<file path="src/rtl/sfu_pack_if.sv">
// Pack-stage bus: psum sample input with valid/ready, packed word output with valid/ready.
// The master drives samples and out_ready; the slave (sfu_pack) returns in_ready and the packed word.
interface sfu_pack_if #(
    parameter int bw      = 4,
    parameter int psum_bw = 16,
    parameter int col     = 8,
    parameter int addr_bw = 4
);
    logic signed [psum_bw-1:0] psum_in;
    logic                      in_valid;
    logic                      in_ready;
    logic [3:0]                shift;
    logic                      flush;
    logic [bw*col-1:0]         out_data;
    logic [addr_bw-1:0]        out_addr;
    logic                      out_valid;
    logic                      out_ready;

    modport master (
        output psum_in, in_valid, shift, flush, out_ready,
        input  in_ready, out_data, out_addr, out_valid
    );

    modport slave (
        input  psum_in, in_valid, shift, flush, out_ready,
        output in_ready, out_data, out_addr, out_valid
    );
endinterface

</file>
<file path="src/rtl/sfu_pack.sv">
// Requantizes ReLU'd psums to bw bits and packs col lanes per word; word valid one cycle after completing accept.
// While a word is held (out_ready low) in_ready is low and flushes are dropped; in_ready depends on state only.
module sfu_pack #(
    parameter int bw      = 4,
    parameter int psum_bw = 16,
    parameter int col     = 8,
    parameter int addr_bw = 4
) (
    input  logic      clk,
    input  logic      reset_n,
    input  logic      clear,
    sfu_pack_if.slave bus
);
    localparam int LW = (col > 1) ? $clog2(col) : 1;
    localparam logic signed [psum_bw-1:0] QMAX = psum_bw'((1 << bw) - 1);

    typedef enum logic {
        COLLECT = 1'b0,
        HOLD    = 1'b1
    } state_t;

    state_t                    state_q;
    logic [LW-1:0]             lane_q;
    logic [bw*col-1:0]         stage_q;
    logic [bw*col-1:0]         out_data_q;
    logic [addr_bw-1:0]        out_addr_q;

    logic signed [psum_bw-1:0] shifted;
    logic [bw-1:0]             q_lane;
    logic [bw*col-1:0]         stage_d;
    logic                      accept;
    logic                      last_lane;
    logic                      emit;

    always_comb begin
        shifted = bus.psum_in >>> bus.shift;
        q_lane  = '0;
        if (shifted < 0) begin
            q_lane = '0;
        end else if (shifted > QMAX) begin
            q_lane = '1;
        end else begin
            q_lane = shifted[bw-1:0];
        end

        stage_d = stage_q;
        stage_d[int'(lane_q)*bw +: bw] = q_lane;

        accept    = bus.in_valid && (state_q == COLLECT);
        last_lane = (lane_q == LW'(col - 1));
        // A same-cycle sample lands before the flush; an empty staging word only emits if that sample exists.
        emit      = (state_q == COLLECT) &&
                    ((accept && last_lane) || (bus.flush && (accept || lane_q != '0)));
    end

    always_ff @(posedge clk or negedge reset_n) begin
        if (!reset_n) begin
            state_q    <= COLLECT;
            lane_q     <= '0;
            stage_q    <= '0;
            out_data_q <= '0;
            out_addr_q <= '0;
        end else if (clear) begin
            state_q    <= COLLECT;
            lane_q     <= '0;
            stage_q    <= '0;
            out_data_q <= '0;
            out_addr_q <= '0;
        end else if (state_q == HOLD) begin
            if (bus.out_ready) begin
                state_q    <= COLLECT;
                out_addr_q <= out_addr_q + addr_bw'(1);
            end
        end else if (emit) begin
            // Staging is zeroed on every emit so later partial words carry no stale lanes.
            out_data_q <= accept ? stage_d : stage_q;
            stage_q    <= '0;
            lane_q     <= '0;
            state_q    <= HOLD;
        end else if (accept) begin
            stage_q <= stage_d;
            lane_q  <= lane_q + LW'(1);
        end
    end

    assign bus.in_ready  = (state_q == COLLECT);
    assign bus.out_valid = (state_q == HOLD);
    assign bus.out_data  = out_data_q;
    assign bus.out_addr  = out_addr_q;
endmodule

</file>
<file path="src/flat_wrapper.sv">
// flat-port wrapper written by rule: the top's interface ports become plain ports
module sfu_pack_flat 
#(
    parameter int bw      = 4,
    parameter int psum_bw = 16,
    parameter int col     = 8,
    parameter int addr_bw = 4
)
  (clk, reset_n, clear, bus_psum_in, bus_in_valid, bus_shift, bus_flush, bus_out_ready, bus_in_ready, bus_out_data, bus_out_addr, bus_out_valid);
  sfu_pack_if #(.bw(bw), .psum_bw(psum_bw), .col(col), .addr_bw(addr_bw)) bus_i ();
  input  logic clk;
  input  logic reset_n;
  input  logic clear;
  input wire logic [$bits(bus_i.psum_in)-1:0] bus_psum_in;
  input wire logic [$bits(bus_i.in_valid)-1:0] bus_in_valid;
  input wire logic [$bits(bus_i.shift)-1:0] bus_shift;
  input wire logic [$bits(bus_i.flush)-1:0] bus_flush;
  input wire logic [$bits(bus_i.out_ready)-1:0] bus_out_ready;
  output wire logic [$bits(bus_i.in_ready)-1:0] bus_in_ready;
  output wire logic [$bits(bus_i.out_data)-1:0] bus_out_data;
  output wire logic [$bits(bus_i.out_addr)-1:0] bus_out_addr;
  output wire logic [$bits(bus_i.out_valid)-1:0] bus_out_valid;
  assign bus_i.psum_in = bus_psum_in;
  assign bus_i.in_valid = bus_in_valid;
  assign bus_i.shift = bus_shift;
  assign bus_i.flush = bus_flush;
  assign bus_i.out_ready = bus_out_ready;
  assign bus_in_ready = bus_i.in_ready;
  assign bus_out_data = bus_i.out_data;
  assign bus_out_addr = bus_i.out_addr;
  assign bus_out_valid = bus_i.out_valid;
  sfu_pack #(.bw(bw), .psum_bw(psum_bw), .col(col), .addr_bw(addr_bw)) u_core (.clk(clk), .reset_n(reset_n), .clear(clear), .bus(bus_i));
endmodule
</file>
<file path="config.mk">
export PLATFORM = sky130hd
export DESIGN_NAME = sfu_pack_flat
export DESIGN_NICKNAME = d
export VERILOG_FILES = /design/src/rtl/sfu_pack_if.sv /design/src/rtl/sfu_pack.sv /design/src/flat_wrapper.sv
export SDC_FILE = /design/constraint.sdc
export NUM_CORES = 1
export LEC_CHECK = 0
export CORE_UTILIZATION = 42
export CTS_CLUSTER_SIZE = 25
export DETAILED_ROUTE_END_ITERATION = 6
export PLACE_DENSITY = 0.76
export SKIP_LAST_GASP = 1
export SLEW_MARGIN = 20
export SYNTH_ARGS = -nofsm -noshare
export SYNTH_HDL_FRONTEND = slang
export SYNTH_SLANG_ARGS = --single-unit
</file>
<file path="constraint.sdc">
create_clock -name clk -period 2.6 [get_ports clk]
set_clock_uncertainty 0.2 [all_clocks]
set_input_delay 0.78 -clock clk [delete_from_list [all_inputs] [get_ports clk]]
set_output_delay 0.78 -clock clk [all_outputs]
set_load 0.02 [all_outputs]
</file>
Word level (Yosys, flattened, before mapping)
Cells that the tools add are included.

Word-level logic and storage cells: 51. Register bits: 72. Input bits: 26.

Eq/ne operators: 2. Reductions and logical operators: 14. Add/sub/neg operators: 3. Bitwise logic cells: 1. Muxes and demuxes: 21. Magnitude comparators: 2. Shift-type cells: 3.

Operators by type and width (number): two-way mux 32 bit (7); negator 5 -> 33 bit (1); variable shift 4 x 33 -> 32 bit (first input constant) (1); indexed part select 4 x 33 -> 32 bit (1); bitwise mux 32 bit (1); two-way mux 4 bit (5); > comparator 16 x 5 -> 1 bit (second input constant) (1); < comparator 16 x 1 -> 1 bit (second input constant) (1); >>> shifter 16 x 4 -> 16 bit (1); two-way mux 3 bit (4); AND reduction 2 bit (3); nonzero test 2 bit (3); nonzero test 3 bit (2); adder 4 x 1 -> 4 bit (second input constant) (1); logical AND 1 bit (4); two-way mux 1 bit (4); adder 3 x 1 -> 3 bit (second input constant) (1); == test 3 bit (second input constant) (1); logical OR 1 bit (2); != test 2 bit (second input constant) (1); NOT 1 bit (1).

Logic depth before layout (Yosys ltp)
Gate-level depths: netlist (run 1).

Word-level depth: 10. Mapped depth: 10. Mapped depth without buffers: 9.

Worst setup path before layout (run 1)
Ideal clock, no wire load.

Path kind: input to register. Start: input port bus_shift[1]. End: register u_core.out_data_q[11] (netlist: u_core.bus.out_data[11]). Path slack: -318 ps. Arrival time: 2593 ps. Setup time: 125 ps. Stages on the path: 9. Path buffers: 3. Cells stage by stage: buf_6 -> buf_2 -> mux2i_1 -> o32ai_1 -> a311oi_2 -> o2111ai_4 -> o21ai_2 -> buf_6 -> o21ai_2.

Word-level cells in the longest chain between the ends: 10. Elaborated cells between the ends (all ways): 11. Classes of those cells: order compare (2); shift (2); mux (7).

RTL lines: start: declaration (line flat_wrapper.sv:16) `input wire logic [$bits(bus_i.shift)-1:0] bus_shift;`; >>> shifter 16 x 4 -> 16 bit * (line sfu_pack.sv:36) `shifted = bus.psum_in >>> bus.shift;`; > comparator 16 x 5 -> 1 bit (line sfu_pack.sv:40) `end else if (shifted > QMAX) begin`; two-way mux 4 bit (line sfu_pack.sv:40); two-way mux 4 bit * (line sfu_pack.sv:38) `if (shifted < 0) begin`; indexed part select 4 x 33 -> 32 bit * (line sfu_pack.sv:47) `stage_d[int'(lane_q)*bw +: bw] = q_lane;`; bitwise mux 32 bit * (line sfu_pack.sv:47); two-way mux 32 bit *; two-way mux 32 bit * (line sfu_pack.sv:74) `end else if (emit) begin`; two-way mux 32 bit * (line sfu_pack.sv:69) `end else if (state_q == HOLD) begin`; two-way mux 32 bit * (line sfu_pack.sv:63) `end else if (clear) begin`; end signal: assignment (line sfu_pack.sv:76) `out_data_q <= accept ? stage_d : stage_q;`; end: declaration (line sfu_pack.sv:25) `logic [bw*col-1:0] out_data_q;`.

Every way passes the cells marked *; elsewhere a longest branch is shown, timed or not. The select of a mux whose other input is x is not followed. A chain may end at the register's enable or synchronous reset.

Worst setup path in the final report (run 1)
Start: input port bus_psum_in[7]. End: register u_core.stage_q[6].

Word-level cells in the longest chain between the ends: 10. Elaborated cells between the ends (all ways): 11. Classes of those cells: order compare (2); shift (2); mux (7).

RTL lines: start: declaration (line flat_wrapper.sv:14) `input wire logic [$bits(bus_i.psum_in)-1:0] bus_psum_in;`; >>> shifter 16 x 4 -> 16 bit * (line sfu_pack.sv:36); > comparator 16 x 5 -> 1 bit (line sfu_pack.sv:40); two-way mux 4 bit (line sfu_pack.sv:40); two-way mux 4 bit * (line sfu_pack.sv:38); indexed part select 4 x 33 -> 32 bit * (line sfu_pack.sv:47); bitwise mux 32 bit * (line sfu_pack.sv:47); two-way mux 32 bit * (line sfu_pack.sv:80) `end else if (accept) begin`; two-way mux 32 bit * (line sfu_pack.sv:74); two-way mux 32 bit * (line sfu_pack.sv:69); two-way mux 32 bit * (line sfu_pack.sv:63); end signal: assignment (line sfu_pack.sv:81) `stage_q <= stage_d;`; end: declaration (line sfu_pack.sv:24) `logic [bw*col-1:0] stage_q;`.

Marks and branches as above.

==> results of run 1 <==
[final cells by class]
| type | instances | share of cell area |
|---|---|---|
| Clock buffer | 9 | 0.0211 |
| Tap cell | 111 | 0.0237 |
| Inverter | 10 | 0.00705 |
| Clock inverter | 7 | 0.0137 |
| Sequential cell | 72 | 0.307 |
| Timing Repair Buffer | 157 | 0.247 |
| Multi-Input combinational cell | 310 | 0.380 |
[repair_timing]
| item | 4_1_cts | 5_1_grt |
|---|---|---|
| buffers inserted | 8 | 2 |
| pin swaps | 12 | 16 |
| gates cloned | 2 | 0 |
| endpoints found under the setup margin | 64 | 65 |
| gates resized for setup | 79 | 39 |
[per-stage QoR]
step                worst slack, ns  setup TNS [ns]
global route                 -0.187           -8.36
floorplan                    -0.260          -12.02
detailed placement           -0.937          -56.63
CTS                          -0.180           -9.40
finish                       -0.128           -4.94
global placement             -0.894          -54.23
[sequential cells by signal (all words and copies together), names as in the netlist]
| name | flops |
|---|---|
| u_core.bus.out_addr | 4 |
| u_core.bus.out_data | 32 |
| u_core.bus.out_valid | 1 |
| u_core.lane_q | 3 |
| u_core.stage_q | 32 |
[cell usage in the layout, fill, tap and decap left out, types with 7 or more instances in the layout]
cell type        count
buf_6               12
o21ai_2             40
dfrtp_1             72
o21ai_0             17
inv_1                9
o21ai_1             22
buf_4               75
ha_1                 8
nand2_1             64
clkbuf_8             9
nand3_1              8
a22oi_1             33
mux2i_1             13
buf_2                7
nor2_1              15
clkdlybuf4s50_1     45
a21oi_1             15
[routing by layer]
metal,vias up,track usage,wire length (um),share of wire
li1,1814,-,-,-
met1,1879,0.307,4650,0.40
met2,158,0.431,6010,0.52
met3,28,0.0344,652,0.056
met4,0,0.113,326,0.028
met5,-,0,0,0
[kinds of logic after synthesis]
family                     count (synthesis)
buffers and inverters                     32
muxes                                     25
AOI/OAI and AO/OA                        151
DFF                                       72
xor gates and xnor gates                   3
adders and majority gates                  8
and+or+nand+nor                          123
[how the worst min path moves through the flow]
stage	endpoint	slack (ns)	start	cells after the start
floorplan	u_core.stage_q[11]	0.25	u_core.stage_q[11]	2
finish	u_core.bus.out_data[14]	0.24	reset_n	2
global placement	u_core.stage_q[15]	0.26	u_core.stage_q[15]	2
detailed placement	u_core.stage_q[7]	0.27	u_core.stage_q[7]	2
global route	u_core.bus.out_data[13]	0.27	reset_n	2
CTS	u_core.stage_q[13]	0.25	reset_n	2
[critical path, delay by kind of cell]
kind / cells / cell delay [ns]
AOI/OAI and AO/OA: 4 / 0.63
buffers and inverters: 4 / 0.60
muxes: 1 / 0.48
and+or+nand+nor: 1 / 0.27
[power breakdown]
part	switching [mW]	internal, mW
registers	0.00966	1.13
clock network	0.451	0.454
logic	0.321	0.278
==> flow_summary.json, run 1 <==
{
  "status": "complete, but fails checks",
  "violations": "setup timing",
  "crit_top_cell": "buf_6",
  "synth_edf_count": 0,
  "rsz0062_at_grt": "yes",
  "ant_nets": 0,
  "tritoncts": "done",
  "cts_root_buffer": "clkbuf_8",
  "gr-total-overflow": 0,
  "die_x_um": 99.3,
  "num-nets-final": 594,
  "finalCritPeriodShare": 1.05,
  "slew_viol_final": 0,
  "total_power_mw": 2.64,
  "syn_area_per_cell_um2": 9.61,
  "powerDensity_nw_per_um2": 451,
  "yosys-top-cells-area": "dfrtp_1 (45%), o21ai_0 (6.9%), a22oi_1 (6.2%), nand2_1 (6.1%), mux2i_1 (4.0%)",
  "crit_start": "bus_psum_in[7]",
  "finalNonFillerCells": 676,
  "path_cells": "buf_2 > mux4_2 > or2_4 > a211oi_4 > o2111ai_4 > buf_6 > buf_6 > o21ai_4 > clkbuf_16 > o21ai_1",
  "syn_inst": 414,
  "grt_pass1_vias": 3891,
  "die_area_um2": 9870,
  "leakagePower_nw": 2.64,
  "io_buffers": 63,
  "viasPerCell": 5.74,
  "grt_max_degree": 73,
  "synth_compound_gate_area_share": 0.255,
  "synth_top_family_by_area": "compound AO/OA/AOI/OAI gates",
  "worstSkewPairLatency_ns": 0.35,
  "syn_nets": 448,
  "cp.required_ns": 2.64,
  "rr_worst_depth": 10,
  "final_area_um2": 5860,
  "crit_slowest_cell": "mux4_2",
  "r2r-end": "u_core.stage_q[10]",
  "multiInputGateArea_um2": 2230,
  "reg2reg_from": "u_core.lane_q[0]",
  "synthXorXnorAreaFrac": 0.00660,
  "antenna_found_initial": 0,
  "drtIter0Drc": 239,
  "rows": 35,
  "dp_hpwl_mm": 8.37,
  "drive_above_1_share": 0.352,
  "die_height_um": 99.3,
  "crit_end": "u_core.stage_q[6]",
  "syn-cell-area_um2": 3980,
  "synth_seq_cells": 72,
  "slew_headroom": 0.610,
  "synth-adder-area-share": 0.0252,
  "setup_viol": 64,
  "dp_cells": 648,
  "cts_buffers": 9,
  "setup_ws_ns": -0.128,
  "worstSetupPathType": "primary input to flip-flop",
  "io_pins": 64,
  "initial_core_util": 0.433,
  "synth-seq-area-share": 0.453,
  "htreeDepth": 3,
  "placeableCoreArea_um2": 9200,
  "rrSetupSlack_ns": 0.11,
  "clockBufferDepth": 2,
  "n_fill_cell": 769,
  "routed_wl_mm": 11.6,
  "crit_arrival_ns": 2.77,
  "synthToLayoutAreaGrowth_pct": 47.3,
  "synth_cell_types": 53,
  "layout_min_cycle_time_ns": 2.73,
  "seqCellArea_um2": 1800,
  "netlist.area_leader.share": 0.453,
  "via_count": 3879,
  "tightestPinTransition_ns": 0.579,
  "synth_ff_type": "dfrtp_1",
  "drc": 0,
  "hold_buffers": 0,
  "grt_pass1_wl_mm": 19.1,
  "routabilityCongestion": 0.908,
  "synth.most_common_cell": "dfrtp_1",
  "yosys.area_share.simple": 0.142,
  "whs_ns": 0.238,
  "drv_cap": 0,
  "ys_async_sr_fraction": 1.00,
  "path_max_fanout": 8,
  "end_kind": "flip-flop",
  "synth_common_cells": "dfrtp_1 (72), nand2_1 (65), o21ai_0 (55)",
  "finalHoldViolations": 0,
  "path_clk_slew_ns": 0.08,
  "cts_sinks": 72,
  "final_core_util": 0.637,
  "yosys_warnings": 0,
  "grt_usage": 0.248,
  "synth.largest_area_cell": "dfrtp_1",
  "holdCritPathClass": "primary input to async pin",
  "antenna_cells": 0,
  "muxShareOfSynthArea": 0.0789,
  "irDropWorstVdd_v": 0.000310,
  "crit_path_max_incr_delay_ns": 0.48,
  "place_area_um2": 5330,
  "drtPass1Iterations": 5,
  "clock.fmax_mhz": 367,
  "wl_per_cell_um": 17.2,
  "start_kind": "primary input"
}
Note: power is estimated with default switching activity, not from simulation.
==> run 2: changes to the inputs <==
--- a/config.mk
+++ b/config.mk
@@ -8,6 +8,7 @@
 export CORE_UTILIZATION = 42
 export CTS_CLUSTER_SIZE = 25
 export DETAILED_ROUTE_END_ITERATION = 6
+export GPL_TIMING_DRIVEN = 0
 export PLACE_DENSITY = 0.76
 export SKIP_LAST_GASP = 1
 export SLEW_MARGIN = 20
==> run 2 against run 1 <==
Net effect: the run ends with DRC, setup timing left; combinational power decreased by 7.0%; first-iteration DRC count decreased by 3.8%; via count decreased by 3.3%; global-route usage decreased by 0.43 points; die area unchanged; non-clock buffer count decreased by 54; maximum frequency increased by 1.4%; register-to-register slack got worse by 0.13 ns; sequential power about the same; largest cell class unchanged.
==> flow_summary.json, run 2 (synthesis gave the netlist of run 1 again) <==
{
  "status": "complete, but fails checks",
  "violations": "DRC, setup timing",
  "hold_buffers": 0,
  "io_buffers": 58,
  "die_area_um2": 9870,
  "rows": 35,
  "drv_cap": 0,
  "crit_arrival_ns": 2.75,
  "finalHoldViolations": 0,
  "leakagePower_nw": 2.41,
  "start_kind": "primary input",
  "finalCritPeriodShare": 1.04,
  "clockBufferDepth": 2,
  "setup_viol": 63,
  "tightestPinTransition_ns": 0.840,
  "dp_cells": 584,
  "grt_pass1_vias": 3704,
  "initial_core_util": 0.433,
  "die_height_um": 99.3,
  "cts_buffers": 9,
  "cts_root_buffer": "clkbuf_8",
  "slew_viol_final": 0,
  "drc": 2,
  "grt_max_degree": 49,
  "routabilityCongestion": 0.896,
  "antenna_found_initial": 0,
  "drtPass1Iterations": 7,
  "n_fill_cell": 772,
  "layout_common_cells": "dfrtp_1 (70), nand2_1 (63), o21ai_2 (55)",
  "tns_ns": -2.92,
  "powerDensity_nw_per_um2": 497,
  "drtIter0Drc": 230,
  "worstSetupPathType": "primary input to flip-flop",
  "drive_above_1_share": 0.341,
  "dp_hpwl_mm": 8.00,
  "cts_sinks": 72,
  "tritoncts": "done",
  "final_core_util": 0.610,
  "p_sw_frac": 0.284,
  "viasPerCell": 6.03,
  "die_x_um": 99.3,
  "grt_usage": 0.244,
  "end_kind": "flip-flop",
  "setup_ws_ns": -0.0915,
  "num-nets-final": 540,
  "ant_nets": 0,
  "grt_pass1_wl_mm": 18.6,
  "layout_min_cycle_time_ns": 2.69,
  "irDropWorstVdd_v": 0.000257,
  "io_pins": 64,
  "slew_headroom": 0.435,
  "seqCellArea_um2": 1800,
  "path_max_fanout": 8,
  "wl_per_cell_um": 19.3,
  "clockPowerShare": 0.389,
  "pre_cts_slack_ns": -1.15,
  "final_common_cell": "dfrtp_1",
  "worstSkewPairLatency_ns": 0.36,
  "clock.fmax_mhz": 372,
  "rsz0062_at_grt": "yes",
  "multiInputGateArea_um2": 2390,
  "via_count": 3752,
  "cp.required_ns": 2.66,
  "synthToLayoutAreaGrowth_pct": 41.0,
  "htreeDepth": 3,
  "path_clk_slew_ns": 0.08,
  "combinationalPowerShare": 0.200,
  "holdCritPathClass": "primary input to async pin",
  "power.switching_uw": 792,
  "internal-power_mw": 2.00,
  "finalNonFillerCells": 622,
  "seqPwrFrac": 0.411,
  "placeableCoreArea_um2": 9200,
  "gr-total-overflow": 0,
  "routed_wl_mm": 12.0,
  "antenna_cells": 0
}
run 2: worst paths after layout:
check | end | slack (ns) | start | cells past startpoint
setup / recovery | u_core.stage_q[31] | -0.09 | bus_shift[1] | 10
hold / removal | u_core.bus.out_addr[2] | 0.12 | reset_n | 1
setup reg to reg | u_core.stage_q[28] | -0.02 | u_core.lane_q[0] | 6
hold reg to reg | u_core.stage_q[6] | 0.28 | u_core.stage_q[6] | 2
max in group asynchronous | u_core.lane_q[0] | 1.53 | reset_n | 2
min in group clk | u_core.stage_q[6] | 0.28 | u_core.stage_q[6] | 2
run 2: power groups by stage:
stage	logic [mW]	clock network, mW	registers [mW]
2_1_floorplan	0.259	0	1.17
3_5_place_dp	0.427	0	1.17
6_report	0.557	1.08	1.15
5_1_grt	0.593	1.14	1.15
3_3_place_gp	0.416	0	1.17
4_1_cts	0.495	1.10	1.14
run 2: critical path: stages:
cell and delay, ns:
buf_12 0.12, mux2_4 0.30, or3_4 0.38, a211oi_4 0.26, o2111ai_4 0.18, buf_4 0.18
o21ai_4 0.21, buf_6 0.15, buf_16 0.11, o21ai_2 0.06
run 2: final cells by class:
type | instances | area share
sequential | 72 | 0.322
timing repair buffer | 82 | 0.151
multi-input combinational | 310 | 0.425
clock buffer | 10 | 0.0227
inverter | 10 | 0.00669
buffer | 21 | 0.0276
clock inverter | 6 | 0.0207
tap | 111 | 0.0247
run 2: timing repair:
| item | CTS | global route |
|---|---|---|
| setup buffers | 17 | 2 |
| resized for setup | 96 | 87 |
| cloned | 2 | 2 |
| pin swaps | 12 | 14 |
| setup endpoints to repair | 67 | 67 |
run 2: stage by stage:
| stage | area, um^2 | hold WS [ns] | power (mW) |
|---|---|---|---|
| after floorplan | 4010 | 0.251 | 1.43 |
| after global placement | 4730 | 0.265 | 1.58 |
| after detailed placement | 4760 | 0.274 | 1.59 |
| after CTS | 5310 | 0.109 | 2.74 |
| after global routing | 5610 | 0.130 | 2.88 |
| final | 5610 | 0.116 | 2.79 |
run 2: layer usage:
| metal | GRT usage | vias up | routed length (um) |
|---|---|---|---|
| met5 | 0 | - | 0 |
| met4 | 0.123 | 0 | 309 |
| met3 | 0.0478 | 30 | 785 |
| met2 | 0.413 | 161 | 6040 |
| met1 | 0.296 | 1846 | 4870 |
| li1 | - | 1715 | - |
==> run 3: changes to the inputs <==
==> constraint.sdc (replaced) <==
create_clock -name clk -period 2.9 [get_ports clk]
set_clock_uncertainty 0.2 [all_clocks]
set_input_delay 0.87 -clock clk [delete_from_list [all_inputs] [get_ports clk]]
set_output_delay 0.87 -clock clk [all_outputs]
set_load 0.02 [all_outputs]
==> run 3 against run 2 <==
Net effect: the flow now finishes without violations; count of clock-buffer cells in the layout fell by 1; global-route usage rose by 0.15 points; register-to-register slack better by 0.20 ns; non-clock buffer count grew 3; worst hold slack better by 0.15 ns; worst setup slack better by 0.11 ns; first-iteration DRC count unchanged; sequential share of layout area rose by 1.7 points; combinational power shrank 18%; sequential power shrank 10%; core utilization decreased by 3.2 points; critical endpoint is now u_core.stage_q[25]; largest power group unchanged; highest routed layer unchanged.
==> flow_summary.json, run 3 (synthesis gave the netlist of run 1 again) <==
{
  "status": "finished clean",
  "final_core_util": 0.578,
  "grt_pass1_wl_mm": 18.6,
  "path_max_fanout": 5,
  "io_buffers": 58,
  "crit_start": "bus_psum_in[7]",
  "crit_arrival_ns": 2.92,
  "viasPerCell": 6.06,
  "combinationalPowerShare": 0.200,
  "tritoncts": "done",
  "ant_nets": 0,
  "layout_min_cycle_time_ns": 2.88,
  "critical-path-top-delay-family": "compound AO/OA/AOI/OAI gates",
  "routabilityCongestion": 0.961,
  "grt_max_degree": 39,
  "grt_usage": 0.245,
  "drive_above_1_share": 0.230,
  "cp.required_ns": 2.94,
  "crit_path_max_incr_delay_ns": 0.47,
  "leakagePower_nw": 2.28,
  "tightestPinTransition_ns": 0.819,
  "num-nets-final": 543,
  "dr_wl_met2_mm": 5.59,
  "grt_pass1_vias": 3758,
  "antenna_cells": 0,
  "slew_headroom": 0.449,
  "io_pins": 64,
  "dp_hpwl_mm": 7.87,
  "gr-total-overflow": 0,
  "placeableCoreArea_um2": 9200,
  "path_cells": "buf_4 > mux4_2 > or2_4 > a211oi_4 > o2111ai_4 > buf_6 > o22ai_4 > buf_12 > buf_8 > o21ai_1",
  "drc": 0,
  "layout_common_cells": "dfrtp_1 (71), nand2_1 (64), clkdlybuf4s50_1 (44)",
  "via_count": 3790,
  "clockBufferDepth": 2,
  "synthToLayoutAreaGrowth_pct": 33.7,
  "cp_num_buf_inv": 4,
  "holdCritPathClass": "primary input to async pin",
  "drtIter0Drc": 230,
  "power.switching_uw": 688,
  "finalHoldViolations": 0,
  "reg2reg_from": "u_core.lane_q[1]",
  "crit_slowest_cell": "mux4_2",
  "rsz0062_at_grt": "yes",
  "highest_layer": "met4",
  "wl_met3_um": 829,
  "clockPowerShare": 0.352,
  "rrSetupSlack_ns": 0.18,
  "cts_buffers": 9,
  "slew_viol_final": 0,
  "clock.fmax_mhz": 347,
  "internal-power_mw": 1.60,
  "die_x_um": 99.3,
  "antenna_found_initial": 0,
  "initial_core_util": 0.433,
  "rows": 35,
  "finalCritPeriodShare": 0.994,
  "final_common_cell": "dfrtp_1",
  "irDropWorstVdd_v": 0.000249,
  "p_sw_frac": 0.300,
  "die_height_um": 99.3,
  "routed_wl_mm": 11.5,
  "setup_viol": 0,
  "worstSetupPathType": "primary input to flip-flop",
  "wl_per_cell_um": 18.4,
  "worstSkewPairLatency_ns": 0.35,
  "seqPwrFrac": 0.448,
  "powerDensity_nw_per_um2": 431,
  "setup_ws_ns": 0.0188,
  "htreeDepth": 3,
  "start_kind": "primary input",
  "pre_cts_slack_ns": -0.905,
  "cts_sinks": 72,
  "drv_cap": 0,
  "wl_met1_mm": 4.76,
  "cts_root_buffer": "clkbuf_8",
  "drtPass1Iterations": 5,
  "path_clk_slew_ns": 0.08,
  "end_kind": "flip-flop",
  "die_area_um2": 9870
}
==> run 3: cell types whose count changed in the layout (fill, tap and decap cells not counted), moves of 4 or more <==
cell	previous run	this run
o21ai_1	12	33
nor2_2	5	0
o21ai_0	12	33
nor3_1	2	6
o21ai_2	55	13
nor2_1	10	15
==> run 3: per-layer routing <==
layer / track usage / vias up
met5: 0 / -
met4: 0.107 / 0
met3: 0.0485 / 30
met1: 0.318 / 1846
li1: - / 1705
met2: 0.400 / 209
==> run 3: path summary, 6_finish.rpt <==
check                                         endpoint  depth (start not counted)
min in group clk                    u_core.stage_q[13]                          2
max in group asynchronous             u_core.lane_q[0]                          2
worst min register to register      u_core.stage_q[13]                          2
worst max-delay path                u_core.stage_q[25]                         10
worst max register to register       u_core.stage_q[9]                          9
worst min-delay path            u_core.bus.out_addr[0]                          1
==> run 3: layout make-up <==
cell class / count / area [um^2]
plain buffers: 21 / 145
clock buffers: 9 / 124
clock inverters: 7 / 77.6
fillers: 793 / 3880
inverters: 10 / 37.5
multi-input cells: 310 / 2140
flip-flops and latches: 72 / 1800
well taps: 111 / 139
repair buffers: 85 / 853
==> run 3: power groups by stage <==
stage / clock network (mW) / logic [mW] / registers (mW)
2_1_floorplan: 0 / 0.231 / 1.05
6_report: 0.806 / 0.459 / 1.03
3_5_place_dp: 0 / 0.377 / 1.04
5_1_grt: 0.868 / 0.494 / 1.03
4_1_cts: 0.822 / 0.448 / 1.03
3_3_place_gp: 0 / 0.368 / 1.04
==> run 3: stage by stage <==
stage,instance area [um^2],TNS [ns],total power [mW],instances,hold slack (ns)
3_3_place_gp,4730,-163.67,1.41,583,0.264
2_1_floorplan,4010,-0.652,1.28,414,0.251
6_report,5320,0,2.29,625,0.261
3_5_place_dp,4750,-53.80,1.42,584,0.270
5_1_grt,5320,-0.0572,2.39,625,0.285
4_1_cts,5300,0,2.30,627,0.258
==> run 3: worst reg2reg max path: stages, from the launching register on <==
cell and delay [ns]:
dfrtp_1 0.49, inv_1 0.12, ha_1 0.17, ha_1 0.25, nor2b_1 0.20, o21ai_0 0.15
clkbuf_2 0.23, nor3_1 0.37, nand2_1 0.21, o21ai_0 0.24
==> run 3: repair_timing <==
action                     4_1_cts  5_1_grt
hold buffers                     0        0
gates resized for setup         68       29
pin swaps                       11        7
setup endpoints to repair       67       63
buffers inserted                24        1
gates cloned                     3        0
